===== src/rtl/rng_pkg.sv =====
// Shared types, default constants and the Galois step function for the ball-outcome RNG.
package rng_pkg;

    typedef enum logic {
        IDLE  = 1'b0,
        RETRY = 1'b1
    } rng_state_e;

    // Widest LFSR the shared step function supports; narrower callers zero-extend.
    localparam int RNG_MAX_W = 64;

    localparam logic [15:0] RNG_DEF_TAPS     = 16'hB400;
    localparam logic [15:0] RNG_DEF_SEED     = 16'hACE1;
    localparam logic [15:0] RNG_DEF_SEED_ALT = 16'h9263;

    function automatic logic [RNG_MAX_W-1:0] lfsr_next(
        input logic [RNG_MAX_W-1:0] state,
        input logic [RNG_MAX_W-1:0] taps,
        input logic [RNG_MAX_W-1:0] seed
    );
        logic [RNG_MAX_W-1:0] nxt;
        nxt = (state >> 1) ^ (state[0] ? taps : '0);
        return (nxt == '0) ? seed : nxt;
    endfunction

endpackage


===== src/rtl/lfsr_galois.sv =====
// Free-running Galois LFSR with lock-up recovery, external load and periodic reseed mixing.
// Priority: clear > load > reseed > plain advance.
module lfsr_galois
    import rng_pkg::*;
#(
    parameter int unsigned       LFSR_W   = 16,
    parameter logic [LFSR_W-1:0] TAPS     = LFSR_W'(RNG_DEF_TAPS),
    parameter logic [LFSR_W-1:0] SEED     = LFSR_W'(RNG_DEF_SEED),
    parameter logic [LFSR_W-1:0] SEED_ALT = LFSR_W'(RNG_DEF_SEED_ALT)
) (
    input  logic              clk,
    input  logic              clear_i,
    input  logic              load_i,
    input  logic [LFSR_W-1:0] load_val_i,
    input  logic              reseed_i,
    output logic [LFSR_W-1:0] lfsr_o
);

    logic [LFSR_W-1:0] lfsr_q;
    logic [LFSR_W-1:0] lfsr_d;
    logic [LFSR_W-1:0] adv;
    logic [LFSR_W-1:0] mixed;

    always_comb begin
        adv   = LFSR_W'(lfsr_next(RNG_MAX_W'(lfsr_q), RNG_MAX_W'(TAPS), RNG_MAX_W'(SEED)));
        mixed = adv ^ SEED_ALT;
        // NOTE: default assignment first so every path drives lfsr_d and no latch is inferred.
        lfsr_d = adv;
        if (load_i) begin
            lfsr_d = (load_val_i == '0) ? SEED : load_val_i;
        end else if (reseed_i) begin
            lfsr_d = (mixed == '0) ? SEED : mixed;
        end
    end

    always_ff @(posedge clk) begin
        // NOTE: non-blocking so every register samples pre-edge values regardless of process order.
        if (clear_i) begin
            lfsr_q <= SEED;
        end else begin
            lfsr_q <= lfsr_d;
        end
    end

    assign lfsr_o = lfsr_q;

endmodule


===== src/rtl/ball_outcome_rng.sv =====
// Ball-outcome generator: rejection sampling over an LFSR with bounded retries and fold fallback.
// Optional `RNG_SEED_LOAD_EN adds seed_load/seed_in for run-time reseeding.
module ball_outcome_rng
    import rng_pkg::*;
#(
    parameter int unsigned       LFSR_W        = 16,
    parameter logic [LFSR_W-1:0] TAPS          = LFSR_W'(RNG_DEF_TAPS),
    parameter logic [LFSR_W-1:0] SEED          = LFSR_W'(RNG_DEF_SEED),
    parameter logic [LFSR_W-1:0] SEED_ALT      = LFSR_W'(RNG_DEF_SEED_ALT),
    parameter int unsigned       OUT_W         = 4,
    parameter int unsigned       MAX_VAL       = 8,
    parameter int unsigned       MAX_RETRY     = 3,
    parameter int unsigned       RESEED_PERIOD = 20
) (
    input  logic              clk,
    input  logic              rst,
    input  logic              game_over,
    input  logic              ball_req,
`ifdef RNG_SEED_LOAD_EN
    input  logic              seed_load,
    input  logic [LFSR_W-1:0] seed_in,
`endif
    output logic              out_valid,
    output logic [OUT_W-1:0]  outcome,
    output logic              busy,
    output logic              req_overrun,
    output logic [LFSR_W-1:0] lfsr_state
);

    localparam int RC_W = (MAX_RETRY < 1) ? 1 : $clog2(MAX_RETRY + 1);
    localparam int DC_W = $clog2(RESEED_PERIOD + 1);
    localparam logic [OUT_W-1:0] MAX_V   = OUT_W'(MAX_VAL);
    localparam logic [OUT_W-1:0] RANGE_V = OUT_W'(MAX_VAL + 1);

    rng_state_e        state_q, state_d;
    logic [RC_W-1:0]   retry_cnt_q, retry_cnt_d;
    logic [DC_W-1:0]   draw_cnt_q;
    logic [OUT_W-1:0]  outcome_q;
    logic              out_valid_q;
    logic              req_overrun_q;

    logic              clear;
    logic              load;
    logic [LFSR_W-1:0] load_val;
    logic              deliver;
    logic              reseed;
    logic              overrun_d;
    logic [LFSR_W-1:0] lfsr_q;
    logic [OUT_W-1:0]  cand;
    logic              cand_ok;
    logic [OUT_W-1:0]  fold;

    assign clear = rst | game_over;

`ifdef RNG_SEED_LOAD_EN
    assign load     = seed_load;
    assign load_val = seed_in;
`else
    assign load     = 1'b0;
    assign load_val = '0;
`endif

    lfsr_galois #(
        .LFSR_W   (LFSR_W),
        .TAPS     (TAPS),
        .SEED     (SEED),
        .SEED_ALT (SEED_ALT)
    ) u_lfsr (
        .clk        (clk),
        .clear_i    (clear),
        .load_i     (load),
        .load_val_i (load_val),
        .reseed_i   (reseed),
        .lfsr_o     (lfsr_q)
    );

    // fold equals cand whenever cand is already legal, so it doubles as the delivered value.
    assign cand    = lfsr_q[OUT_W-1:0] ^ lfsr_q[2*OUT_W-1:OUT_W];
    assign cand_ok = (cand <= MAX_V);
    assign fold    = cand_ok ? cand : cand - RANGE_V;

    assign reseed = deliver && (draw_cnt_q == DC_W'(RESEED_PERIOD - 1));

    always_ff @(posedge clk) begin
        if (clear || load) begin
            state_q <= IDLE;
        end else begin
            state_q <= state_d;
        end
    end

    always_comb begin
        state_d     = state_q;
        retry_cnt_d = retry_cnt_q;
        deliver     = 1'b0;
        unique case (state_q)
            IDLE: begin
                if (ball_req) begin
                    if (cand_ok || (MAX_RETRY == 0)) begin
                        deliver = 1'b1;
                    end else begin
                        state_d     = RETRY;
                        retry_cnt_d = RC_W'(1);
                    end
                end
            end
            RETRY: begin
                if (cand_ok || (retry_cnt_q == RC_W'(MAX_RETRY))) begin
                    deliver     = 1'b1;
                    state_d     = IDLE;
                    retry_cnt_d = '0;
                end else begin
                    retry_cnt_d = retry_cnt_q + 1'b1;
                end
            end
            default: begin
                state_d     = IDLE;
                retry_cnt_d = '0;
            end
        endcase
    end

    always_comb begin
        busy      = (state_q == RETRY);
        overrun_d = ball_req && (state_q == RETRY);
    end

    always_ff @(posedge clk) begin
        if (clear) begin
            retry_cnt_q   <= '0;
            draw_cnt_q    <= '0;
            outcome_q     <= '0;
            out_valid_q   <= 1'b0;
            req_overrun_q <= 1'b0;
        end else if (load) begin
            retry_cnt_q   <= '0;
            draw_cnt_q    <= '0;
            out_valid_q   <= 1'b0;
            req_overrun_q <= 1'b0;
        end else begin
            retry_cnt_q   <= retry_cnt_d;
            out_valid_q   <= deliver;
            req_overrun_q <= overrun_d;
            if (deliver) begin
                outcome_q  <= fold;
                draw_cnt_q <= reseed ? '0 : draw_cnt_q + 1'b1;
            end
        end
    end

    assign out_valid   = out_valid_q;
    assign outcome     = outcome_q;
    assign req_overrun = req_overrun_q;
    assign lfsr_state  = lfsr_q;

endmodule


===== config.mk =====
export PLATFORM = sky130hd
export DESIGN_NAME = ball_outcome_rng
export DESIGN_NICKNAME = d
export VERILOG_FILES = /design/src/rtl/rng_pkg.sv /design/src/rtl/lfsr_galois.sv /design/src/rtl/ball_outcome_rng.sv
export SDC_FILE = /design/constraint.sdc
export NUM_CORES = 1
export LEC_CHECK = 0
export ABC_AREA = 1
export CORE_MARGIN = 8
export CORE_UTILIZATION = 49
export CTS_CLUSTER_SIZE = 40
export DETAILED_ROUTE_END_ITERATION = 6
export PLACE_DENSITY = 0.76
export SKIP_LAST_GASP = 1
export SYNTH_ARGS = -nofsm -noshare
export SYNTH_HDL_FRONTEND = slang
export SYNTH_HIERARCHICAL = 1
export SYNTH_SLANG_ARGS = --single-unit

===== constraint.sdc =====
create_clock -name clk -period 2 [get_ports clk]
set_clock_uncertainty 0.1 [all_clocks]
set_input_delay 0.6 -clock clk [delete_from_list [all_inputs] [get_ports clk]]
set_output_delay 0.6 -clock clk [all_outputs]
set_load 0.005 [all_outputs]

Yosys cells after proc, flatten, opt, wreduce, memory -nomap -nowiden
Cells that the tools add are included.
- register bits after elaboration: 30
- input port bits: 4
- output and inout bits: 23
- logic and storage cells: 44
- add/sub/neg operators: 3
- magnitude comparators: 1
- equal/unequal tests: 4
- multiplexer cells: 18
- bitwise gates (word level): 5
- reduce and logical (&&, ||, !) cells: 6
- operators by type and width (kind ; count):
    logical NOT 64 bit ; 1
    two-way mux 16 bit ; 4
    logical NOT 16 bit ; 1
    bitwise XOR 15 x 16 -> 16 bit ; 1
    inverter 7 bit ; 1
    two-way mux 1 bit ; 6
    two-way mux 2 bit ; 3
    adder 5 x 1 -> 5 bit (second input constant) ; 1
    == test 5 bit (second input constant) ; 1
    two-way mux 5 bit ; 1
    less-or-equal comparator 4 bit (second input constant) ; 1
    two-way mux 4 bit ; 1
    inequality test 2 bit (second input constant) ; 2
    one-hot mux 1 bit (2 select lines) ; 2
    one-hot mux 2 bit (2 select lines) ; 1
    subtractor 4 bit (second input constant) ; 1
    bitwise XOR 4 bit ; 1
    adder 2 x 1 -> 2 bit (second input constant) ; 1
    == test 2 bit (second input constant) ; 1
    logical AND 1 bit ; 2
    AND reduction 2 bit ; 1
    logical OR 1 bit ; 1
    inverter 1 bit ; 1
    OR 1 bit ; 1

Logic depth before layout (Yosys ltp)
- word-level depth: 8
- mapped depth: 14
- depth with buffers taken out: 13

Hierarchy
The synthesis kept the hierarchy.
- by module, submodules not included (module ; times used ; cells each ; area each (um^2) ; seq. area each (um^2)):
    lfsr_galois ; 1 ; 174 ; 1042.2 ; 320.3
    ball_outcome_rng ; 1 ; 102 ; 830.8 ; 280.3

Worst setup path after synthesis
OpenSTA, ideal clock, no wires.
- path type: register to register
- start: register u_lfsr.lfsr_q[0], in the netlist u_lfsr/lfsr_o[0]
- end: register u_lfsr.lfsr_q[0], in the netlist u_lfsr/lfsr_o[0]
- setup time: 0.115 ns
- arrival: 1.929 ns
- required time: 1.785 ns
- path slack: -0.143 ns
- stages on the path, launching flop included: 15
- buffers on the path: 1
- period minus slack after synthesis: 2.143 ns
- path through: dfxtp_1 -> xor2_1 -> inv_1 -> ha_1 -> nand3_4 -> nand3_4 -> nand2_4 -> nand2_8 -> nand2_1 -> inv_1 -> buf_4 -> o21ai_0 -> inv_2 -> nand2_1 -> nand2_1
- elaborated cells between the ends (all ways): 16
- those cells by class: order compare (1); mux (8); bitwise (3); reduce/logical (4)
- RTL lines (element ; line ; RTL):
    from (decl) ; lfsr_galois.sv:19 ; logic [LFSR_W-1:0] lfsr_q;
    from (signal assigned) ; lfsr_galois.sv:41 ; lfsr_q <= lfsr_d;
    bitwise XOR 4 bit (*) ; ball_outcome_rng.sv:78 ; assign cand = lfsr_q[OUT_W-1:0] ^ lfsr_q[2*OUT_W-1:OUT_W];
    less-or-equal comparator 4 bit (*) ; ball_outcome_rng.sv:79 ; assign cand_ok = (cand <= MAX_V);
    two-way mux 1 bit or logical OR 1 bit (tied branches) ; ball_outcome_rng.sv:99, ball_outcome_rng.sv:108 ;
    two-way mux 1 bit (on tied branches) ; ball_outcome_rng.sv:98, ball_outcome_rng.sv:108 ;
    one-hot mux 1 bit (2 select lines) (*) ; ball_outcome_rng.sv:96 ; unique case (state_q)
    logical AND 1 bit (*) ; ball_outcome_rng.sv:82 ; assign reseed = deliver && (draw_cnt_q == DC_W'(RESEED_PERIOD - 1));
    via reseed ; ball_outcome_rng.sv:46 ; logic reseed;
    two-way mux 16 bit (*) ; lfsr_galois.sv:31 ; end else if (reseed_i) begin
Mark *: on every way through the listed nets, which the timed path passes. The rest lies on a longest branch.
A chain may end at the register's enable or synchronous reset.

Worst setup path in the final report
- start: register u_lfsr.lfsr_q[1], in the netlist u_lfsr/lfsr_o[1]
- end: register u_lfsr.lfsr_q[1], in the netlist u_lfsr/lfsr_o[1]
Same word-level chain as after synthesis.

==> metrics.md <==
| Metric | Value |
|---|---|
| Seq cells post-synth | 30 |
| Outcome | finished clean |
| Hold Vio Cnt, Final | 0 |
| WS Path Type | flop to flop |
| Final Max Slew Viols | 0 |
| GR peak layer | met2 |
| Crit path from | u_lfsr/lfsr_o[1] |
| Synth top area share | ~32% |
| Global-route wire length before repair | about 7.2 mm |
| CTS max path bufs | 2 |
| Crit Reg-Reg Endpoint | u_lfsr/lfsr_o[1] |
| Startpoint Class | flop |
| Share of cells above drive strength 1 | between 10% and 20% |
| GRT Overall Usage | ~15% |
| Clk Tree Root Cell | clkbuf_8 |
| Final worst-path setup slack | 0.0230 ns |
| Vias | 1837 |
| Number of synthesized flops with an enable pin | 0 |
| Synthesized instance count | approximately 280 |
| CTS Sinks | 30 |
| Hold path start | outcome[1] |
| Reported leakage power | approximately 1.2 nW |
| Mapped Area | approximately 1900 sq um |
| Met2 usage | between 20 and 25% |
| Reg2Reg Depth | 13 |
| CTS Hold Bufs | 0 |
| Maxcap violations | 0 |
| Pwr dens | 539 nW/um^2 |
| Initial antenna violation count | 0 |
| Nets | roughly 360 |
| Delay-heaviest family, CP | compound AO/OA/AOI/OAI gates |
| Gpl congestion | roughly 0.85 |
| Largest area contributor in the synthesized netlist | dfxtp_1 |
| Layout filler cell count | ~300 |
| Distinct cells, synth | 31 |
| H-tree Lvls | 2 |
| CP Max Fanout | 4 |
| # diodes | 0 |
| Count leader, synth | nand2_1 |
| Crit path DAT | 2.07 ns |
| Post-synthesis sequential area ratio | 32.1% |
| Critical-path cell list | xor2_2 > inv_2 > ha_4 > nand3_4 > nand3_4 > nand2_4 > nand2_8 > nand2_1 > inv_2 > buf_4 > a21oi_1 > o21ai_1 > a21oi_1 |
| Main area contributors after synthesis | dfxtp_1 32%, nand2_1 15%, inv_1 7.4% |
| Syn. warnings | 6 |
| Highest clock rate | 506 MHz |
| Port Buffers | 26 |
| Asr flop ratio synth | 0% |
| Routed wire per std cell | ~12 um |
| Fin crit period | a little under 2 ns |
| Flip-flop and latch area | between 600 and 700 sq um |
| Standard-cell rows | 22 |
| Pre-CTS setup slack | -0.113 ns |
| Worst reg2reg setup slack | 0.02 ns |
| CP endpoint kind | flop |
| Clock transition at the registers of the reported paths | roughly 0.060 ns |
| # DRC | 0 |
| Synthesized area per cell | just under 7 sq um |
| Min-Delay Endpoint | outcome[1] |
| WHS Path Cells | 2 |
| Ports | 27 |
| Setup violations, final | 0 |
| Core Area | ~3700 sq um |
| Largest net degree at the start of global routing | 26 |
| Max incr delay on CP | between 0.3 and 0.4 ns |
| Worst skew pair latency | between 0.2 and 0.3 ns |
| DP HPWL | 3.33 mm |
| Main synth FF type | dfxtp_1 |
| Grt met3 use | under 10% |
| Die width | a little under 80 um |
| Total CTS buffers | 5 |
| Critical Path RT | approximately 2.1 ns |
| Reg2Reg Launch Point | u_lfsr/lfsr_o[1] |
| Slowest cell on crit path | dfxtp_2 |
| Area growth syn-to-layout | 36.0% |
| Utilization after layout | between 60% and 70% |
| Final ANT Viol Nets | 0 |
| Vias/cell | about 4.6 |
| Drt pass-1 iters | 4 |
| CTS tree | built |
| Grt met1 use | between 15 and 20% |
| Die ar. | ~6100 sq um |
| Area occupied by multi-input gates | around 1200 sq um |
| Detailed router's first-iteration violation count | ~120 |
| Synth cell count leaders | 75 x nand2_1, 37 x inv_1, 30 x dfxtp_1 |
| CP Buf/Inv Count | 3 |
| Fin crit share | a little over nine tenths |
| Vias in the first global route | between 1500 and 2000 |
| Post-Route WL | roughly 4.7 mm |
| Die height | just under 80 um |
| Starting density of the core | 51.2% |
| Hold crit path type | flop to flop |
| Worst vdd ir | about 330 uV |
| Total gr overflow | 0 |
[cell type report]
class / count / share of cell area, %
clock buffer: 7 / 3.00
inverter: 47 / 7.47
multi-input combinational: 223 / 46.6
sequential: 30 / 23.9
tap: 48 / 2.36
timing repair buffer: 45 / 16.7
[cells by family after synthesis]
family                   share of synthesized area [%]
AND/OR/NAND/NOR                                   40.1
buffers and inverters                             12.2
AO/OA/AOI/OAI                                     10.6
flip-flops                                        32.1
XOR/XNOR                                          2.81
adder cells (fa/ha/maj)                           2.00
other                                            0.200
[worst max-delay path by stage]
stage	endpoint	slack (ns)	cells after the start
2_1_floorplan	u_lfsr/lfsr_o[0]	0.04	14
3_3_place_gp	u_lfsr/lfsr_o[5]	-0.09	10
3_5_place_dp	u_lfsr/lfsr_o[9]	-0.11	9
4_1_cts	lfsr_state[7]	0.007	2
5_1_grt	u_lfsr/lfsr_o[1]	-0.07	13
6_report	u_lfsr/lfsr_o[1]	0.02	13
[per-stage QoR]
| stage | TNS [ns] | hold WS [ns] | instances | total power [mW] | area (sq um) |
|---|---|---|---|---|---|
| finish | 0 | 0.351 | 400 | 1.37 | 2550 |
| global route | -0.103 | 0.371 | 400 | 1.45 | 2550 |
| CTS | 0 | 0.353 | 397 | 1.37 | 2490 |
| detailed placement | -0.694 | 0.343 | 390 | 0.923 | 2410 |
| global placement | -0.527 | 0.339 | 390 | 0.918 | 2410 |
| floorplan | 0 | 0.346 | 306 | 0.828 | 2000 |
[state kept, by name (all words and copies together) (netlist names)]
register,flops
busy,1
outcome,4
draw_cnt_q,5
retry_cnt_q,2
req_overrun,1
out_valid,1
u_lfsr/lfsr_o,16
[placed cells by master (no fill, tap or decap), types with 3 or more instances in the layout]
cell,synthesis,routed
conb_1,1,31
nor2_4,4,4
buf_4,1,17
nand2_2,7,7
o21ai_1,4,7
a21oi_1,25,25
nor4_1,3,3
nand2_1,75,75
nor2_1,17,17
clkdlybuf4s50_1,0,24
nand3_1,23,23
dfxtp_2,0,7
inv_2,9,11
nand2_4,5,5
xor2_1,6,4
dfxtp_1,30,23
nor3_1,3,3
inv_1,37,35
nand3_4,3,3
clkbuf_8,0,5
[routing by layer]
| layer | share of wire [%] | vias to the layer above |
|---|---|---|
| li1 | - | 983 |
| met1 | 47 | 804 |
| met4 | 1.1 | 0 |
| met5 | 0 | - |
| met3 | 6.4 | 4 |
| met2 | 45 | 46 |
[tightest hold or removal path, stage by stage, from the launching register on]
cell	delay [ns]
dfxtp_1	0.31
nand2_1	0.06
nand2_1	0.04
[report_power, final]
part	switching (mW)	internal (mW)	leakage, nW
Clock	0.204	0.239	0.0383
Combinational	0.158	0.129	0.937
Sequential	0.0218	0.622	0.245
Total	0.384	0.989	1.22
[timing repair]
item                                    4_1_cts  5_1_grt
pin swaps                                     1        1
setup buffers                                 0        3
gates resized for setup                       2       12
gates cloned                                  0        0
endpoints found under the setup margin        2       16
Power figures use the tool's default switching activity.
